## config.mk

```make
export PLATFORM = sky130hd
export DESIGN_NAME = lcd_ctrl
export DESIGN_NICKNAME = d
export VERILOG_FILES = /design/src/rtl/lcd_ctrl_pkg.sv /design/src/rtl/lcd_ctrl_fifo.sv /design/src/rtl/lcd_ctrl.sv
export SDC_FILE = /design/constraint.sdc
export NUM_CORES = 1
export LEC_CHECK = 0
export BUFFER_PORTS_ARGS = -buffer_cell sky130_fd_sc_hd__buf_2
export CORE_AREA = 8 8 104 106
export CTS_CLUSTER_DIAMETER = 80
export DETAILED_ROUTE_END_ITERATION = 8
export DIE_AREA = 0 0 112 114
export GPL_TIMING_DRIVEN = 0
export PLACE_DENSITY = 0.77
export SYNTH_ARGS = -nofsm -noshare
export SYNTH_HDL_FRONTEND = slang
export SYNTH_HIERARCHICAL = 1
export SYNTH_SLANG_ARGS = --single-unit
```

## constraint.sdc

```tcl
create_clock -name i_clk -period 2.15 [get_ports i_clk]
set_input_delay 0.43 -clock i_clk [delete_from_list [all_inputs] [get_ports i_clk]]
set_output_delay 0.43 -clock i_clk [all_outputs]
set_load 0.1 [all_outputs]
```

## src/rtl/lcd_ctrl_pkg.sv

```systemverilog
// rtl/lcd_ctrl_pkg.sv - shared types and constants for the character-LCD sequencer
//
// Contents: FSM state enum, o_io_lcd bit positions, clear/home opcodes,
// the power-on init ROM and a helper that classifies long-latency commands.
package lcd_ctrl_pkg;

  typedef enum logic [2:0] {
    ST_IDLE  = 3'd0,
    ST_SETUP = 3'd1,
    ST_PULSE = 3'd2,
    ST_HOLD  = 3'd3,
    ST_WAIT  = 3'd4
  } state_t;

  localparam int LCD_ON_BIT = 31;
  localparam int LCD_EN_BIT = 10;
  localparam int LCD_RS_BIT = 9;
  localparam int LCD_RW_BIT = 8;

  localparam logic [7:0] OP_CLEAR    = 8'h01;
  localparam logic [7:0] OP_HOME     = 8'h02;
  localparam logic [7:0] OP_HOME_ALT = 8'h03;

  // Init sequence: function set, display on, clear, entry mode (index 0 first).
  localparam int INIT_LEN = 4;
  localparam logic [INIT_LEN-1:0][7:0] INIT_ROM = {8'h06, 8'h01, 8'h0C, 8'h38};

  // Clear/home commands need the long post-hold wait.
  function automatic logic is_long_cmd(input logic rs, input logic [7:0] data);
    return !rs && ((data == OP_CLEAR) || (data == OP_HOME) || (data == OP_HOME_ALT));
  endfunction

endpackage

```

## src/rtl/lcd_ctrl_fifo.sv

```systemverilog
// rtl/lcd_ctrl_fifo.sv - request FIFO of {rs,data} entries
//
// Module lcd_cmd_fifo. Ports:
//   i_clk, i_rst      clock, async active-high reset (flushes the FIFO)
//   i_push, i_wdata   write strobe and 9-bit entry (ignored when full)
//   i_pop             read strobe (ignored when empty)
//   o_rdata           head entry, valid while o_empty=0
//   o_full, o_empty   occupancy flags
module lcd_cmd_fifo #(
  parameter int DEPTH = 4,
  parameter int WIDTH = 9
) (
  input  logic             i_clk,
  input  logic             i_rst,
  input  logic             i_push,
  input  logic [WIDTH-1:0] i_wdata,
  input  logic             i_pop,
  output logic [WIDTH-1:0] o_rdata,
  output logic             o_full,
  output logic             o_empty
);

  localparam int AW = $clog2(DEPTH);

  logic [WIDTH-1:0] r_mem [DEPTH];
  // Pointers carry one extra MSB so full and empty are distinguishable.
  logic [AW:0]      r_wr_ptr;
  logic [AW:0]      r_rd_ptr;
  logic             w_do_push;
  logic             w_do_pop;

  assign o_empty   = (r_wr_ptr == r_rd_ptr);
  assign o_full    = (r_wr_ptr[AW-1:0] == r_rd_ptr[AW-1:0]) && (r_wr_ptr[AW] != r_rd_ptr[AW]);
  assign w_do_push = i_push && !o_full;
  assign w_do_pop  = i_pop && !o_empty;
  assign o_rdata   = r_mem[r_rd_ptr[AW-1:0]];

  always_ff @(posedge i_clk or posedge i_rst) begin
    if (i_rst) begin
      r_wr_ptr <= '0;
      r_rd_ptr <= '0;
    end else begin
      if (w_do_push) r_wr_ptr <= r_wr_ptr + 1'b1;
      if (w_do_pop)  r_rd_ptr <= r_rd_ptr + 1'b1;
    end
  end

  always_ff @(posedge i_clk) begin
    if (w_do_push) r_mem[r_wr_ptr[AW-1:0]] <= i_wdata;
  end

endmodule

```

## src/rtl/lcd_ctrl.sv

```systemverilog
// rtl/lcd_ctrl.sv - timed RS/EN/DATA sequencer for the character-LCD output word
//
// Optional feature macro: LCD_CTRL_INIT_EN (power-up delay + init ROM replay).
// Ports:
//   i_clk, i_rst                  clock, async active-high reset
//   i_req_valid / o_req_ready     request handshake, transfer on valid & ready
//   i_req_rs, i_req_data          0=command / 1=character, byte to send
//   i_lcd_on                      passed combinationally to o_io_lcd[31]
//   o_io_lcd                      [31] ON, [10] EN, [9] RS, [8] RW=0, [7:0] DATA
//   o_busy                        FSM active, FIFO non-empty, or init pending
//   o_init_done                   power-on init finished (1 when init disabled)
module lcd_ctrl
  import lcd_ctrl_pkg::*;
#(
  parameter int SETUP_CYC    = 4,
  parameter int PULSE_CYC    = 12,
  parameter int HOLD_CYC     = 4,
  parameter int CMD_WAIT_CYC = 2000,
  parameter int CLR_WAIT_CYC = 82000,
  parameter int FIFO_DEPTH   = 4
) (
  input  logic        i_clk,
  input  logic        i_rst,
  input  logic        i_req_valid,
  output logic        o_req_ready,
  input  logic        i_req_rs,
  input  logic [7:0]  i_req_data,
  input  logic        i_lcd_on,
  output logic [31:0] o_io_lcd,
  output logic        o_busy,
  output logic        o_init_done
);

  localparam int CW = $clog2(CLR_WAIT_CYC + 1);
  localparam logic [CW-1:0] L_SETUP = CW'(SETUP_CYC - 1);
  localparam logic [CW-1:0] L_PULSE = CW'(PULSE_CYC - 1);
  localparam logic [CW-1:0] L_HOLD  = CW'(HOLD_CYC - 1);
  localparam logic [CW-1:0] L_CMD   = CW'(CMD_WAIT_CYC - 1);
  localparam logic [CW-1:0] L_CLR   = CW'(CLR_WAIT_CYC - 1);

  state_t        r_state, w_state_nxt;
  logic [CW-1:0] r_cnt, w_cnt_nxt;
  logic          r_cur_rs, w_cur_rs_nxt;
  logic [7:0]    r_cur_data, w_cur_data_nxt;
  logic          w_fifo_pop;
  logic [8:0]    w_fifo_rdata;
  logic          w_fifo_full;
  logic          w_fifo_empty;

  // Output stage: one register between FSM and pins keeps EN glitch-free.
  logic          r_out_en;
  logic          r_out_rs;
  logic [7:0]    r_out_data;

  lcd_cmd_fifo #(
    .DEPTH (FIFO_DEPTH),
    .WIDTH (9)
  ) u_fifo (
    .i_clk   (i_clk),
    .i_rst   (i_rst),
    .i_push  (i_req_valid),
    .i_wdata ({i_req_rs, i_req_data}),
    .i_pop   (w_fifo_pop),
    .o_rdata (w_fifo_rdata),
    .o_full  (w_fifo_full),
    .o_empty (w_fifo_empty)
  );

  assign o_req_ready = !w_fifo_full;

`ifdef LCD_CTRL_INIT_EN
  logic       r_pwr_done, w_pwr_done_nxt;
  logic [2:0] r_init_idx, w_init_idx_nxt;
  logic       r_init_done, w_init_done_nxt;

  assign o_init_done = r_init_done;
  assign o_busy      = (r_state != ST_IDLE) || !w_fifo_empty || !r_init_done;
`else
  assign o_init_done = 1'b1;
  assign o_busy      = (r_state != ST_IDLE) || !w_fifo_empty;
`endif

  always_comb begin
    w_state_nxt    = r_state;
    w_cnt_nxt      = r_cnt;
    w_cur_rs_nxt   = r_cur_rs;
    w_cur_data_nxt = r_cur_data;
    w_fifo_pop     = 1'b0;
`ifdef LCD_CTRL_INIT_EN
    w_pwr_done_nxt  = r_pwr_done;
    w_init_idx_nxt  = r_init_idx;
    w_init_done_nxt = r_init_done;
`endif
    case (r_state)
      ST_IDLE: begin
`ifdef LCD_CTRL_INIT_EN
        // Power-up delay reuses the down-counter while parked in IDLE.
        if (!r_pwr_done) begin
          if (r_cnt == '0) w_pwr_done_nxt = 1'b1;
          else             w_cnt_nxt      = r_cnt - 1'b1;
        end else if (r_init_idx != 3'(INIT_LEN)) begin
          w_cur_rs_nxt   = 1'b0;
          w_cur_data_nxt = INIT_ROM[r_init_idx[1:0]];
          w_init_idx_nxt = r_init_idx + 3'd1;
          w_state_nxt    = ST_SETUP;
          w_cnt_nxt      = L_SETUP;
        end else begin
          w_init_done_nxt = 1'b1;
          if (!w_fifo_empty) begin
            w_fifo_pop     = 1'b1;
            w_cur_rs_nxt   = w_fifo_rdata[8];
            w_cur_data_nxt = w_fifo_rdata[7:0];
            w_state_nxt    = ST_SETUP;
            w_cnt_nxt      = L_SETUP;
          end
        end
`else
        if (!w_fifo_empty) begin
          w_fifo_pop     = 1'b1;
          w_cur_rs_nxt   = w_fifo_rdata[8];
          w_cur_data_nxt = w_fifo_rdata[7:0];
          w_state_nxt    = ST_SETUP;
          w_cnt_nxt      = L_SETUP;
        end
`endif
      end
      ST_SETUP: begin
        if (r_cnt == '0) begin
          w_state_nxt = ST_PULSE;
          w_cnt_nxt   = L_PULSE;
        end else begin
          w_cnt_nxt = r_cnt - 1'b1;
        end
      end
      ST_PULSE: begin
        if (r_cnt == '0) begin
          w_state_nxt = ST_HOLD;
          w_cnt_nxt   = L_HOLD;
        end else begin
          w_cnt_nxt = r_cnt - 1'b1;
        end
      end
      ST_HOLD: begin
        if (r_cnt == '0) begin
          w_state_nxt = ST_WAIT;
          w_cnt_nxt   = is_long_cmd(r_cur_rs, r_cur_data) ? L_CLR : L_CMD;
        end else begin
          w_cnt_nxt = r_cnt - 1'b1;
        end
      end
      ST_WAIT: begin
        if (r_cnt == '0) w_state_nxt = ST_IDLE;
        else             w_cnt_nxt   = r_cnt - 1'b1;
      end
      default: begin
        w_state_nxt = ST_IDLE;
        w_cnt_nxt   = '0;
      end
    endcase
  end

  always_ff @(posedge i_clk or posedge i_rst) begin
    if (i_rst) begin
      r_state    <= ST_IDLE;
      r_cur_rs   <= 1'b0;
      r_cur_data <= 8'h00;
`ifdef LCD_CTRL_INIT_EN
      r_cnt       <= L_CLR;
      r_pwr_done  <= 1'b0;
      r_init_idx  <= 3'd0;
      r_init_done <= 1'b0;
`else
      r_cnt      <= '0;
`endif
    end else begin
      r_state    <= w_state_nxt;
      r_cnt      <= w_cnt_nxt;
      r_cur_rs   <= w_cur_rs_nxt;
      r_cur_data <= w_cur_data_nxt;
`ifdef LCD_CTRL_INIT_EN
      r_pwr_done  <= w_pwr_done_nxt;
      r_init_idx  <= w_init_idx_nxt;
      r_init_done <= w_init_done_nxt;
`endif
    end
  end

  always_ff @(posedge i_clk or posedge i_rst) begin
    if (i_rst) begin
      r_out_en   <= 1'b0;
      r_out_rs   <= 1'b0;
      r_out_data <= 8'h00;
    end else begin
      r_out_en   <= (r_state == ST_PULSE);
      r_out_rs   <= r_cur_rs;
      r_out_data <= r_cur_data;
    end
  end

  always_comb begin
    o_io_lcd             = 32'h0;
    o_io_lcd[LCD_ON_BIT] = i_lcd_on;
    o_io_lcd[LCD_EN_BIT] = r_out_en;
    o_io_lcd[LCD_RS_BIT] = r_out_rs;
    o_io_lcd[LCD_RW_BIT] = 1'b0;
    o_io_lcd[7:0]        = r_out_data;
  end

endmodule
```

==> flow_results.xml, run 1 <==
<?xml version="1.0" encoding="UTF-8"?>
<metrics>
  <group name="synth">
    <metric name="synth_top_area_frac" unit="">0.286</metric>
    <metric name="yosys_warnings" unit="">6</metric>
    <metric name="synth_ff_type" unit="">dfrtp_1</metric>
    <metric name="synth_largest_area_cell" unit="">dfrtp_1</metric>
    <metric name="synth.top_cells.by_area" unit="">dfrtp_1, edfxtp_1, mux4_2</metric>
    <metric name="synth_enable_flop_cells" unit="">36</metric>
    <metric name="postSynth.asyncResetShare" unit="">0.556</metric>
    <metric name="yosysUniqueCellTypes" unit="">62</metric>
    <metric name="mappedNetlistArea" unit="sq um">3940</metric>
    <metric name="portion_of_the_post_synthesis_area_used_by_sequential_elements" unit="">0.561</metric>
    <metric name="postSynthAreaPerCell" unit="sq um">12.9</metric>
    <metric name="synth.ff_latch_count" unit="">81</metric>
    <metric name="netlist_instances" unit="">304</metric>
  </group>
  <group name="final_layout">
    <metric name="num-nets-final" unit="">404</metric>
    <metric name="syn_to_final_growth" unit="%">26.0</metric>
    <metric name="diodes" unit="">0</metric>
    <metric name="post-route-cell-area" unit="sq um">4960</metric>
    <metric name="layout_commonest_cell" unit="">buf_4</metric>
    <metric name="post_route_cells_drive_above_1_share" unit="">0.422</metric>
    <metric name="final.fill_count" unit="">767</metric>
    <metric name="layout.cells.most_common_list" unit="">buf_4, dfrtp_1, edfxtp_1</metric>
    <metric name="post-route-util" unit="">0.545</metric>
  </group>
  <group name="global_route">
    <metric name="grt_start_max_net_pins" unit="">40</metric>
    <metric name="globalRouteOverflowTotal" unit="">0</metric>
    <metric name="global_route.usage.total" unit="">0.126</metric>
    <metric name="global_route_wire_length_before_repair" unit="mm">12.9</metric>
    <metric name="vias_in_the_first_global_route" unit="">2631</metric>
    <metric name="grt_antenna_before_repair" unit="">0</metric>
  </group>
  <group name="flow_run">
    <metric name="drv_cap" unit="">0</metric>
  </group>
  <group name="critical_path">
    <metric name="worstSetupEndpointType" unit="">flip-flop</metric>
    <metric name="critical_path_peak_fanout" unit="">7</metric>
    <metric name="critical_path.reg2reg.endpoint" unit="">r_cnt[8]</metric>
    <metric name="worst_r2r_path_cells" unit="">6</metric>
    <metric name="crit_chain" unit="">or4_4 &gt; or4_4 &gt; a21oi_4 &gt; buf_12 &gt; o21ai_2 &gt; a211o_1</metric>
    <metric name="setup.worst_path.start" unit="">r_cnt[8]</metric>
    <metric name="r2r_slack" unit="ns">-0.24</metric>
    <metric name="required_arrival_time_at_the_worst_endpoint" unit="ns">2.39</metric>
    <metric name="critical-path-max-stage-delay" unit="ns">0.59</metric>
    <metric name="worst_path_most_repeated_cell" unit="">or4_4</metric>
    <metric name="reg2reg_from" unit="">r_cnt[8]</metric>
    <metric name="worst_setup_path_start_kind" unit="">flip-flop</metric>
    <metric name="cp_slowest_cell" unit="">or4_4</metric>
    <metric name="worstSetupPathType" unit="">flip-flop to flip-flop</metric>
    <metric name="worstPathArrival" unit="ns">2.63</metric>
  </group>
  <group name="die">
    <metric name="floorplan.io_pins" unit="">48</metric>
    <metric name="initial_core_util" unit="">0.432</metric>
    <metric name="coreArea" unit="sq um">9110</metric>
    <metric name="die_area" unit="sq um">12800</metric>
    <metric name="die_w" unit="um">112</metric>
    <metric name="placementRows" unit="">35</metric>
    <metric name="die_h" unit="um">114</metric>
  </group>
  <group name="clock_tree">
    <metric name="clock-sinks" unit="">81</metric>
    <metric name="clock_transition_at_the_register_clock_pins_on_the_worst_setup_and_hold_paths_after_cts" unit="ns">0.09</metric>
    <metric name="htreeDepth" unit="">3</metric>
    <metric name="worst_skew_late_latency" unit="ns">0.35</metric>
    <metric name="cts-root-buf" unit="">clkbuf_8</metric>
    <metric name="tritoncts" unit="">yes</metric>
    <metric name="cts_inserted_buffers" unit="">9</metric>
    <metric name="clock_tree.buffer_depth" unit="">2</metric>
  </group>
  <group name="min_path">
    <metric name="worstHoldEndpoint" unit="">u_fifo/r_mem[1][4]</metric>
    <metric name="whs_path_depth" unit="">1</metric>
    <metric name="worst_hold_path_type" unit="">primary input to flip-flop</metric>
    <metric name="hold_start" unit="">i_req_data[4]</metric>
  </group>
  <group name="power_and_ir_drop">
    <metric name="cellPowerDensity" unit="nW/um^2">1330</metric>
    <metric name="power.sequential.fraction" unit="">0.381</metric>
    <metric name="p_clk_frac" unit="">0.169</metric>
    <metric name="cellLeakagePower" unit="nW">2.06</metric>
    <metric name="worst_ir_drop_vdd" unit="V">0.000996</metric>
    <metric name="combinational_fraction_of_design_power" unit="">0.451</metric>
    <metric name="netSwitchingFraction" unit="">0.433</metric>
    <metric name="power.net_switching" unit="mW">2.86</metric>
    <metric name="internal_power" unit="mW">3.75</metric>
  </group>
  <group name="route">
    <metric name="vias_per_cell" unit="">5.28</metric>
    <metric name="dr.first_iter.drc_count" unit="">114</metric>
    <metric name="routedWlPerCell" unit="um">16.4</metric>
    <metric name="detail-route-antenna-nets" unit="">0</metric>
    <metric name="detailedRoute.firstPassIterationCount" unit="">5</metric>
    <metric name="routed_wirelength" unit="mm">8.18</metric>
    <metric name="remaining_drc_errors" unit="">0</metric>
    <metric name="vias" unit="">2642</metric>
  </group>
  <group name="run_status">
    <metric name="violations" unit="">negative setup slack</metric>
    <metric name="outcome" unit="">finished with violations</metric>
  </group>
  <group name="sta">
    <metric name="setup_viol" unit="">20</metric>
    <metric name="timing_worst_slew_pin_value" unit="ns">0.812</metric>
    <metric name="maxSlewHeadroom" unit="">0.459</metric>
    <metric name="fmaxAchievable" unit="MHz">418</metric>
    <metric name="hold_viol_final" unit="">0</metric>
    <metric name="rsz0062_at_grt" unit="">true</metric>
    <metric name="timing.final.max_slew_violations" unit="">0</metric>
    <metric name="finalCritPeriodShare" unit="">1.11</metric>
    <metric name="timing.final.ws_setup" unit="ns">-0.242</metric>
    <metric name="timing.clock.skew" unit="ns">0.0115</metric>
    <metric name="post-route-min-period" unit="ns">2.39</metric>
    <metric name="setup_tns" unit="ns">-3.10</metric>
  </group>
  <group name="place">
    <metric name="placed_area" unit="sq um">4300</metric>
    <metric name="numPortBuffers" unit="">24</metric>
    <metric name="dpl_wire_length" unit="mm">5.29</metric>
    <metric name="gp_congestion" unit="">0.811</metric>
  </group>
</metrics>
layer usage:
layer / track usage / part of all wire / up-vias
li1: - / - / 1252
met3: 0.0328 / 0.058 / 11
met1: 0.143 / 0.41 / 1296
met5: 0 / 0 / -
met2: 0.221 / 0.52 / 83
met4: 0.0558 / 0.014 / 0
per-stage QoR:
stage	total power [mW]	instances	setup WS (ns)	hold slack (ns)
2_1_floorplan	4.52	324	-0.595	0.221
3_3_place_gp	4.94	459	-0.315	0.368
3_5_place_dp	5.01	459	-0.322	0.379
4_1_cts	6.34	489	-0.228	0.282
5_1_grt	6.96	500	-0.279	0.280
6_report	6.62	500	-0.242	0.297
worst max-delay path by stage:
stage	cells past startpoint	endpoint	slack [ns]
6_report	6	r_cnt[8]	-0.24
5_1_grt	6	r_cnt[8]	-0.28
4_1_cts	6	r_cnt[8]	-0.23
3_5_place_dp	8	r_cnt[7]	-0.32
3_3_place_gp	8	r_cnt[14]	-0.32
2_1_floorplan	7	r_cnt[2]	-0.59
Yosys cell counts (3+ instances only):
library cell	count
dfrtp_1	45
or3_1	4
o21ai_0	3
nand2b_1	4
or4_4	3
inv_1	12
xnor2_1	5
a22o_1	5
xor2_1	4
nor3_1	11
ha_1	7
o21ai_1	7
buf_4	26
o31ai_1	7
a21oi_1	12
or4_1	5
nor4_1	3
nor2_1	13
and3_1	4
edfxtp_1	36
mux2_2	9
nand2_1	9
o21ai_2	3
nand3b_1	3
mux4_2	9
clkbuf_1	7
cell type report:
type	count	area, sq um	share of cell area
Multi-Input combinational cell	194	1710	0.344
Sequential cell	81	2210	0.446
Timing Repair Buffer	52	402	0.0810
Buffer	34	251	0.0507
Clock inverter	7	78.8	0.0159
Inverter	12	45.0	0.00908
Clock buffer	9	124	0.0250
Tap cell	111	139	0.0280
registers in the layout (all words and copies together), names as in the netlist:
name             flops
r_cur_data           8
r_out_data           8
r_out_en             1
u_fifo/r_wr_ptr      3
u_fifo/r_rd_ptr      3
r_cur_rs             1
r_state              3
r_out_rs             1
r_cnt               17
u_fifo/r_mem        36
logic make-up after synthesis:
kind of cell / after synthesis / synth area share
AO/OA/AOI/OAI: 64 / 0.121
XOR/XNOR: 12 / 0.0324
flip-flops: 81 / 0.561
other: 2 / 0.00191
adder cells (fa/ha/maj): 7 / 0.0222
multiplexers: 18 / 0.0772
AND/OR/NAND/NOR: 71 / 0.108
buffers and inverters: 49 / 0.0760
repair_timing:
| item | CTS | global route |
|---|---|---|
| resized for setup | 26 | 34 |
| pin swaps | 10 | 10 |
| hold buffers | 1 | 0 |
| buffers inserted | 14 | 13 |
| endpoints found under the setup margin | 33 | 33 |
| endpoints found under the hold margin | 3 | 0 |
critical path, delay by kind of cell (launching register included):
kind / cells / cell delay [ns]
buffers and inverters: 1 / 0.14
and+or+nand+nor: 2 / 1.17
AOI/OAI and AO/OA: 3 / 0.53
DFF: 1 / 0.44
power by group through the flow:
stage	combinational, mW	clock [mW]	sequential (mW)
5_1_grt	3.18	1.20	2.57
6_report	2.98	1.12	2.52
2_1_floorplan	1.58	0	2.94
3_3_place_gp	2.44	0	2.50
3_5_place_dp	2.48	0	2.52
4_1_cts	2.73	1.14	2.48
Power figures use the tool's default switching activity.
==> run 2: changes to the inputs <==
--- a/config.mk
+++ b/config.mk
@@ -7,6 +7,7 @@
 export LEC_CHECK = 0
 export BUFFER_PORTS_ARGS = -buffer_cell sky130_fd_sc_hd__buf_2
 export CORE_AREA = 8 8 104 106
+export CTS_BUF_LIST = sky130_fd_sc_hd__clkbuf_16
 export CTS_CLUSTER_DIAMETER = 80
 export DETAILED_ROUTE_END_ITERATION = 8
 export DIE_AREA = 0 0 112 114
==> flow_results.xml, run 2 (synthesis results as in run 1) <==
<?xml version="1.0" encoding="UTF-8"?>
<metrics>
  <group name="power_and_ir_drop">
    <metric name="combinational_fraction_of_design_power" unit="">0.425</metric>
    <metric name="netSwitchingFraction" unit="">0.415</metric>
    <metric name="cellPowerDensity" unit="nW/um^2">1390</metric>
    <metric name="cellLeakagePower" unit="nW">2.11</metric>
    <metric name="internal_power" unit="mW">4.10</metric>
    <metric name="power.sequential.fraction" unit="">0.356</metric>
    <metric name="power.net_switching" unit="mW">2.91</metric>
    <metric name="worst_ir_drop_vdd" unit="V">0.00106</metric>
    <metric name="p_clk_frac" unit="">0.219</metric>
  </group>
  <group name="global_route">
    <metric name="global_route.usage.total" unit="">0.133</metric>
    <metric name="global_route_wire_length_before_repair" unit="mm">13.3</metric>
    <metric name="grt_start_max_net_pins" unit="">40</metric>
    <metric name="grt_antenna_before_repair" unit="">0</metric>
    <metric name="globalRouteOverflowTotal" unit="">0</metric>
    <metric name="vias_in_the_first_global_route" unit="">2641</metric>
  </group>
  <group name="flow_run">
    <metric name="drv_cap" unit="">0</metric>
  </group>
  <group name="die">
    <metric name="die_area" unit="sq um">12800</metric>
    <metric name="initial_core_util" unit="">0.432</metric>
    <metric name="die_h" unit="um">114</metric>
    <metric name="placementRows" unit="">35</metric>
    <metric name="coreArea" unit="sq um">9110</metric>
    <metric name="die_w" unit="um">112</metric>
    <metric name="floorplan.io_pins" unit="">48</metric>
  </group>
  <group name="sta">
    <metric name="post-route-min-period" unit="ns">2.43</metric>
    <metric name="rsz0062_at_grt" unit="">true</metric>
    <metric name="timing.final.ws_setup" unit="ns">-0.276</metric>
    <metric name="timing_worst_slew_pin_value" unit="ns">0.824</metric>
    <metric name="maxSlewHeadroom" unit="">0.451</metric>
    <metric name="timing.clock.skew" unit="ns">0.00844</metric>
    <metric name="fmaxAchievable" unit="MHz">412</metric>
    <metric name="timing.final.max_slew_violations" unit="">0</metric>
    <metric name="finalCritPeriodShare" unit="">1.13</metric>
    <metric name="hold_viol_final" unit="">0</metric>
    <metric name="setup_viol" unit="">21</metric>
  </group>
  <group name="critical_path">
    <metric name="cp_slowest_cell" unit="">or4_4</metric>
    <metric name="critical_path_peak_fanout" unit="">7</metric>
    <metric name="worstPathArrival" unit="ns">2.65</metric>
    <metric name="worstSetupEndpointType" unit="">flip-flop</metric>
    <metric name="worstSetupPathType" unit="">flip-flop to flip-flop</metric>
    <metric name="reg2reg_from" unit="">r_cnt[0]</metric>
    <metric name="worst_r2r_path_cells" unit="">8</metric>
    <metric name="worst_setup_path_start_kind" unit="">flip-flop</metric>
    <metric name="r2r_slack" unit="ns">-0.28</metric>
    <metric name="crit_chain" unit="">inv_2 &gt; ha_1 &gt; or4b_4 &gt; or4_4 &gt; a21oi_4 &gt; buf_12 &gt; o21ai_2 &gt; a211o_1</metric>
    <metric name="critical-path-max-stage-delay" unit="ns">0.52</metric>
    <metric name="critical_path.reg2reg.endpoint" unit="">r_cnt[8]</metric>
    <metric name="required_arrival_time_at_the_worst_endpoint" unit="ns">2.37</metric>
  </group>
  <group name="clock_tree">
    <metric name="clock-sinks" unit="">81</metric>
    <metric name="cts-root-buf" unit="">clkbuf_16</metric>
    <metric name="clock_transition_at_the_register_clock_pins_on_the_worst_setup_and_hold_paths_after_cts" unit="ns">0.06</metric>
    <metric name="clock_tree.buffer_depth" unit="">2</metric>
    <metric name="worst_skew_late_latency" unit="ns">0.34</metric>
    <metric name="htreeDepth" unit="">3</metric>
    <metric name="cts_inserted_buffers" unit="">9</metric>
    <metric name="tritoncts" unit="">yes</metric>
  </group>
  <group name="place">
    <metric name="placed_area" unit="sq um">4300</metric>
    <metric name="post-place-cells" unit="">459</metric>
    <metric name="numPortBuffers" unit="">24</metric>
    <metric name="dpl_wire_length" unit="mm">5.29</metric>
    <metric name="gp_congestion" unit="">0.811</metric>
  </group>
  <group name="final_layout">
    <metric name="post_route_cells_drive_above_1_share" unit="">0.426</metric>
    <metric name="post-route-cell-area" unit="sq um">5040</metric>
    <metric name="syn_to_final_growth" unit="%">28.1</metric>
    <metric name="largest_register_ffs" unit="">36</metric>
    <metric name="post_layout_nonfiller_instances" unit="">501</metric>
    <metric name="num-nets-final" unit="">405</metric>
    <metric name="final.fill_count" unit="">750</metric>
    <metric name="diodes" unit="">0</metric>
    <metric name="layout_commonest_cell" unit="">buf_4</metric>
    <metric name="layout.cells.most_common_list" unit="">buf_4, dfrtp_1, edfxtp_1</metric>
  </group>
  <group name="route">
    <metric name="detailedRoute.firstPassIterationCount" unit="">4</metric>
    <metric name="dr.first_iter.drc_count" unit="">120</metric>
    <metric name="vias" unit="">2696</metric>
    <metric name="routed_wirelength" unit="mm">8.54</metric>
    <metric name="detail-route-antenna-nets" unit="">0</metric>
    <metric name="routedWlPerCell" unit="um">17.0</metric>
    <metric name="remaining_drc_errors" unit="">0</metric>
    <metric name="vias_per_cell" unit="">5.38</metric>
  </group>
  <group name="min_path">
    <metric name="worst_hold_path_type" unit="">primary input to async pin</metric>
  </group>
  <group name="run_status">
    <metric name="outcome" unit="">finished with violations</metric>
    <metric name="violations" unit="">negative setup slack</metric>
  </group>
</metrics>
==> run 2: cell count changes in the layout (fill, tap and decap cells not counted), sizes merged <==
cell | previous run | this run
dlygate4sd3 | 1 | 0
buf | 80 | 81
clkbuf | 14 | 15
==> run 2: timing repair <==
| action | 4_1_cts | 5_1_grt |
|---|---|---|
| pin swaps | 5 | 9 |
| resized for setup | 28 | 29 |
| hold buffers | 0 | 0 |
| gates cloned | 0 | 0 |
| buffers inserted | 13 | 15 |
| endpoints found under the setup margin | 33 | 32 |
==> run 2: final cells by class <==
cell class	instances	area [sq um]	share of cell area
Timing Repair Buffer	52	392	0.0776
Inverter	12	45.0	0.00893
Sequential cell	81	2210	0.439
Multi-Input combinational cell	194	1690	0.336
Clock buffer	9	225	0.0447
Clock inverter	7	78.8	0.0156
Tap cell	111	139	0.0275
Buffer	35	256	0.0509
==> run 2: power groups by stage <==
stage | combinational [mW] | clock [mW] | sequential, mW
after detailed placement | 2.48 | 0 | 2.52
final | 2.98 | 1.53 | 2.49
after floorplan | 1.58 | 0 | 2.94
after CTS | 2.75 | 1.56 | 2.49
after global placement | 2.44 | 0 | 2.50
after global routing | 3.17 | 1.63 | 2.55
==> run 2: critical path, delay by kind of cell (launching register included) <==
| family | cells | cell delay [ns] |
|---|---|---|
| flops | 1 | 0.42 |
| simple gates | 2 | 1.00 |
| buf+inv | 2 | 0.23 |
| fa+ha+maj | 1 | 0.14 |
| compound gates | 3 | 0.51 |
==> run 2: per-layer routing <==
layer  vias up  GRT usage  part of all wire
li1       1257          -                 -
met1      1327      0.145              0.39
met2        95      0.229              0.52
met3        17     0.0428             0.065
met4         0     0.0647             0.021
met5         -          0                 0
==> run 2: through the flow <==
step | setup slack [ns] | hold slack (ns) | util | setup TNS [ns] | total power [mW]
2_1_floorplan | -0.595 | 0.221 | - | -7.27 | 4.52
3_3_place_gp | -0.315 | 0.368 | 0.472 | -4.96 | 4.94
3_5_place_dp | -0.322 | 0.379 | 0.472 | -5.84 | 5.01
4_1_cts | -0.217 | 0.0164 | 0.528 | -2.60 | 6.80
5_1_grt | -0.322 | 0.0347 | 0.554 | -5.27 | 7.35
6_report | -0.276 | 0.0184 | 0.554 | -3.91 | 7.01
==> run 2: how the worst max path moves through the flow <==
stage	depth (start not counted)	startpoint	slack [ns]	endpoint
final	8	r_cnt[0]	-0.28	r_cnt[8]
after global routing	8	r_cnt[0]	-0.32	r_cnt[8]
after CTS	6	r_cnt[5]	-0.22	r_cnt[8]
after detailed placement	8	r_cnt[0]	-0.32	r_cnt[7]
after global placement	8	r_cnt[0]	-0.32	r_cnt[14]
after floorplan	7	u_fifo/r_rd_ptr[0]	-0.59	r_cnt[2]
